===== src/rtl/regfile_write_arbiter.sv =====
// Two-source arbiter for the single register-file write port.
// Source A has priority; a bounded starvation counter forces a grant to source B.
module regfile_write_arbiter #(
   parameter int WIDTH        = 32,
   parameter int REGSIZE      = 5,
   parameter int STARVE_LIMIT = 4,
   parameter int CNT_W        = 16
) (
   input  logic               clk,
   input  logic               rst_n,
   input  logic               aValid,
   output logic               aReady,
   input  logic [REGSIZE-1:0] aAddress,
   input  logic [WIDTH-1:0]   aValue,
   input  logic               bValid,
   output logic               bReady,
   input  logic [REGSIZE-1:0] bAddress,
   input  logic [WIDTH-1:0]   bValue,
   output logic               writeEnable,
   output logic [REGSIZE-1:0] writeAddress,
   output logic [WIDTH-1:0]   writeValue,
   output logic [CNT_W-1:0]   starveEvents
);

   localparam int WAIT_W = $clog2(STARVE_LIMIT + 1);
   localparam logic [WAIT_W-1:0] WAIT_MAX = WAIT_W'(STARVE_LIMIT);

   typedef enum logic {
      NORMAL = 1'b0,
      FORCE  = 1'b1
   } arbMode_e;

   logic [WAIT_W-1:0]  waitCount;
   logic [WAIT_W-1:0]  waitNext;
   arbMode_e           mode;
   logic               aGrant;
   logic               bGrant;
   logic               vld_p0;
   logic [REGSIZE-1:0] selAddress_p0;
   logic [WIDTH-1:0]   selValue_p0;

   function automatic logic [CNT_W-1:0] satIncEvents(input logic [CNT_W-1:0] cnt);
      return (&cnt) ? cnt : cnt + CNT_W'(1);
   endfunction

   // Stage p0: combinational grant and source selection
   always_comb begin
      mode          = (waitCount == WAIT_MAX) ? FORCE : NORMAL;
      bGrant        = bValid && (!aValid || mode == FORCE);
      aGrant        = aValid && !bGrant;
      vld_p0        = aGrant || bGrant;
      selAddress_p0 = bGrant ? bAddress : aAddress;
      selValue_p0   = bGrant ? bValue : aValue;
   end

   assign aReady = aGrant;
   assign bReady = bGrant;

   // waitCount measures how long the current B request has been denied
   always_comb begin
      waitNext = waitCount;
      if (bGrant || !bValid) begin
         waitNext = '0;
      end else if (waitCount != WAIT_MAX) begin
         waitNext = waitCount + WAIT_W'(1);
      end
   end

   // Stage p1: registered write port and event counter
   always_ff @(posedge clk or negedge rst_n) begin
      if (!rst_n) begin
         waitCount    <= '0;
         writeEnable  <= 1'b0;
         writeAddress <= '0;
         writeValue   <= '0;
         starveEvents <= '0;
      end else begin
         waitCount   <= waitNext;
         writeEnable <= 1'b0;
         if (vld_p0) begin
            writeAddress <= selAddress_p0;
            writeValue   <= selValue_p0;
            writeEnable  <= (selAddress_p0 != '0);
         end
         if (bGrant && aValid) begin
            starveEvents <= satIncEvents(starveEvents);
         end
      end
   end

endmodule


===== config.mk =====
export PLATFORM = sky130hd
export DESIGN_NAME = regfile_write_arbiter
export DESIGN_NICKNAME = d
export VERILOG_FILES = /design/src/rtl/regfile_write_arbiter.sv
export SDC_FILE = /design/constraint.sdc
export NUM_CORES = 1
export LEC_CHECK = 0
export ABC_AREA = 1
export CORE_MARGIN = 4
export CORE_UTILIZATION = 37
export CTS_CLUSTER_SIZE = 24
export DETAILED_ROUTE_END_ITERATION = 10
export PLACE_DENSITY = 0.72
export SLEW_MARGIN = 20
export SYNTH_ARGS = -nofsm -noshare
export SYNTH_HDL_FRONTEND = slang
export SYNTH_SLANG_ARGS = --single-unit

===== constraint.sdc =====
create_clock -name clk -period 1.4 [get_ports clk]
set_clock_uncertainty 0.15 [all_clocks]
set_input_delay 0.28 -clock clk [delete_from_list [all_inputs] [get_ports clk]]
set_output_delay 0.28 -clock clk [all_outputs]
set_load 0.01 [all_outputs]

# Word-level counts from Yosys, hierarchy flattened
# Cells that the tools add are included.
# op_classes
div	0
reduce_logical	13
shift	0
mul	0
addsub	2
n_mux	6
order_cmp	0
n_eq_ne	2
bitwise	1
# op_table
operator	n
$mux 32	1
$add 16x1->16 const B	1
$reduce_and 16->1	1
$mux 3	2
$mux 5	1
$reduce_bool 5->1	1
$add 3x1->3 const B	1
$eq 3x3->1 const B	1
$logic_and 1x1->1	3
$logic_not 1->1	3
$logic_or 1x1->1	3
$ne 3x3->1 const B	1
$mux 1	2
$reduce_and 2->1	1
$reduce_bool 2->1	1
$not 1->1	1
# totals
elab_cells	29
reg_bits	57
mem_count	0
input_bits	78
rom_bits	0
latchBits	0
mem_bits_rw	0
output_inout_bits	56

# Depth between registers and ports, before layout
# Gate-level depths: netlist (run 1).
# depth
depth_word	8
mapped_depth	11
ltp_nobuf	10

# Least setup slack after synthesis (run 1)
# No wires, ideal clock.
# synth_path
path_type	flip-flop to output port
start	reg waitCount[0]
end	out aReady
required_ns	0.970
path_stages_with_launch	9
n_path_buf	1
arrival_time_ns	1.216
slack_ns	-0.246
path_cell_list	dfrtp_1 > inv_1 > ha_1 > nand2_1 > nand2_4 > nand2_4 > inv_2 > buf_2 > nor2_1
# synth_via
elab_chain_len	6
# synth_rtl
element	line	rtl
start, declared	33	logic [WAIT_W-1:0] waitCount;
start signal, assigned	78	waitCount <= waitNext;
$eq 3x3->1	48	mode = (waitCount == WAIT_MAX) ? FORCE : NORMAL;
$mux 1	48	
$logic_or 1x1->1	49	bGrant = bValid && (!aValid || mode == FORCE);
$logic_and 1x1->1	49	
named net bReady	16	output logic bReady,
$logic_not 1->1	50	aGrant = aValid && !bGrant;
$logic_and 1x1->1	50	
end, declared	12	output logic aReady,
# The timed path passes the listed nets, and every way through them passes these cells.

# Final worst setup path (run 1)
# layout_path
start	reg waitCount[0]
end	out aReady
# layout_via
elab_chain_len	6
# layout_rtl
element	line
$eq 3x3->1	48
$mux 1	48
$logic_or 1x1->1	49
$logic_and 1x1->1	49
$logic_not 1->1	50
$logic_and 1x1->1	50
# Every way passes these cells.

==> results of run 1 <==
-- state kept, by name (all words and copies together), names as in the netlist --
signal / flops
writeAddress: 5
writeValue: 32
waitCount: 3
writeEnable: 1
starveEvents: 16
-- layout by cell type (no fill, tap or decap), drive strengths merged --
cell type and count:
nand2 140, inv 22, nor3b 1, ha 3, dfrtp 57, nor2 19, dlygate4sd3 1, clkinv 5
o21ai 10, nand3 77, clkbuf 38, nand4 5, buf 99, nand3b 1, clkdlybuf4s15 8, xnor2 11
xor2 1, nor3 2, clkdlybuf4s50 76
-- repair_timing --
action,CTS,global route
endpoints found under the hold margin,57,0
hold buffers,1,0
gates resized for setup,248,74
gates cloned,7,5
setup endpoints to repair,110,89
setup buffers,15,5
pin swaps,13,11
-- critical path, cell delays in order (launching register included) --
cell and delay, ps:
sky130_fd_sc_hd__dfrtp_1 390, sky130_fd_sc_hd__inv_1 60, sky130_fd_sc_hd__ha_2 160, sky130_fd_sc_hd__nand2_2 70, sky130_fd_sc_hd__nand2_4 100, sky130_fd_sc_hd__nand2_8 70, sky130_fd_sc_hd__inv_6 60, sky130_fd_sc_hd__nor2_4 30
sky130_fd_sc_hd__buf_6 110
-- final cells by class --
cell class                 count  area [µm²]
fill                         512        1730
clock buffer                  13         159
timing repair buffer         209        1970
timing repair inverter         1        8.76
tap                           99         124
clock inverter                 3        15.0
sequential                    57        1430
inverter                      23         116
multi-input combinational    270        1850
-- report_power, final --
group	internal [mW]	total (mW)	switching, mW
combinational	0.926	1.69	0.767
sequential	1.84	2.00	0.163
clock	0.732	1.38	0.652
-- logic make-up (layout without fill, tap and decap cells) --
group           count (synthesis)  count (layout)  share of synthesized area
buf+inv                        39             249                     0.0631
compound gates                 10              10                     0.0173
simple gates                  243             245                      0.377
xor+xnor                       12              12                     0.0363
fa+ha+maj                       3               3                     0.0130
flops                          57              57                      0.493
-- final timing paths --
check / endpoint / slack [ps] / depth (start not counted)
hold reg to reg: writeValue[12] / 350 / 2
max in group asynchronous: starveEvents[3] / 470 / 3
min in group clk: writeValue[12] / 350 / 2
setup reg to reg: writeEnable / -370 / 12
hold / removal: starveEvents[14] / 320 / 3
setup / recovery: aReady / -400 / 8
-- through the flow --
stage	area (µm²)	setup TNS (ps)	util	power [mW]
after detailed placement	4850	-27800	0.654	3.49
after global routing	5680	-19930	0.766	5.33
after CTS	5520	-14420	0.745	5.02
after floorplan	3130	-3830	-	2.56
final	5680	-15800	0.766	5.08
after global placement	4850	-26000	0.654	3.46
-- routing by layer --
metal	global-route usage	wire (µm)	vias up
met2	0.424	5880	169
met4	0.0958	396	0
met5	0	0	-
li1	-	-	1593
met3	0.0643	905	35
met1	0.271	4310	1640
==> run metrics, run 1 <==
flip-flop and latch count after synthesis 57; Detailed Routing Iterations Pass 1 4; vias per cell 5.09; Maximum Capacitance Violations 0; Horiz. Die Dim 96.4 µm; count of input and output buffers approximately 130; Fin. Hold Viols 0; Lkg Pwr between 2 and 3 nW; fraction of final layout cells with drive strength greater than 1 0.470; main area contributors after synthesis sky130_fd_sc_hd__dfrtp_1 (49%), sky130_fd_sc_hd__nand2_1 (17%), sky130_fd_sc_hd__nand3_1 (13%); Final setup violation count just over 60; fin crit period approximately 1800 ps; Worst setup startpoint waitCount[0]; status finished with violations; sequential cell area fraction in the yosys report 0.493; sum of overflow across all layers after global routing 0; biggest area consumer among synthesized cells sky130_fd_sc_hd__dfrtp_1; Boundary Pins between 100 and 150; Worst Setup End Kind output port; slew at the pin closest to its max-slew limit between 300 and 400 ps; mean cell area of the mapped netlist roughly 8.0 µm²; reg2reg start waitCount[0]; total vias in the final route 3437; CTS Buf Count 9; detailed placer's ending HPWL just under 7000 µm; Global Route Usage Sum 0.239; layout overhead on the synthesized area 96.2%; Post-route DRC 0; max-slew violation count 0; Final Routed Wirelength 11500 µm; TritonCTS clock tree yes; unrepaired setup endpoints after global routing true; post-route insts no fill about 680; highest clock rate approximately 0.55 GHz; total number of H-tree levels 3; CP required slightly below 1000 ps; Worst Hold Margin between 300 and 400 ps; antenna violations before repair 0; violated checks negative setup slack; crit path DAT between 1000 and 1500 ps; worst-path maximum fanout 3; yosys warns 0; Setup Crit Path Kind reg2out; number of global-route vias before repair around 3600; number of standard cells after synthesis ~360; ratio of total power to cell area 894 nW/µm²; period utilisation layout 1.29; Total Nets Final 652; Synth Cell Area between 2000 and 3000 µm²; pin count of the biggest net entering global routing 58; final setup slack of the worst path -404 ps; Peak VDD IR between 0.4 and 0.5 mV; WL per Instance 17.0 µm; Slew headroom 0.781; effective utilization at floorplan 0.391; Place WS -773 ps; number of inserted diodes 0; Primary FF master, synth sky130_fd_sc_hd__dfrtp_1; Total Die Area between 9000 and 10000 µm²; commonest cells in the netlist sky130_fd_sc_hd__nand2_1 (133), sky130_fd_sc_hd__nand3_1 (76), sky130_fd_sc_hd__dfrtp_1 (57); maximum buffer depth of the clock tree 2; EDFF count, synth 0; Post-Syn Nets between 400 and 500; area fraction of the dominant cell type after synthesis 0.493; fraction of registers with async set/reset 1.00; Cell Rows 31; TritonCTS sink count between 50 and 60; global-route wire length before repair between 15000 and 20000 µm; antenna-violating nets left 0; placeable core area 7410 µm²; CP Launch Type flop; Vert. Die Dim between 90 and 100 µm; most used standard cell by instance count after synthesis sky130_fd_sc_hd__nand2_1; CTS Root Buffer Type sky130_fd_sc_hd__clkbuf_8; post-placement cell count approximately 630; first-iteration detailed-routing DRC count roughly 120; Hold Crit Class in2async; number of distinct standard cells referenced by the synthesized netlist 24; clock latency on the worst-skew pair roughly 330 ps; clock-pin transition on the worst setup and hold timing paths ~60 ps; RePlAce Congestion between 0.8 and 0.9
Note: power is estimated with default switching activity, not from simulation.
==> inputs of run 2 (changes only) <==
ABC_CLOCK_PERIOD_IN_PS = 1400   (was not set)
==> results of run 2 <==
Same layout as run 1: the final DEF is identical, and so are final timing and power.
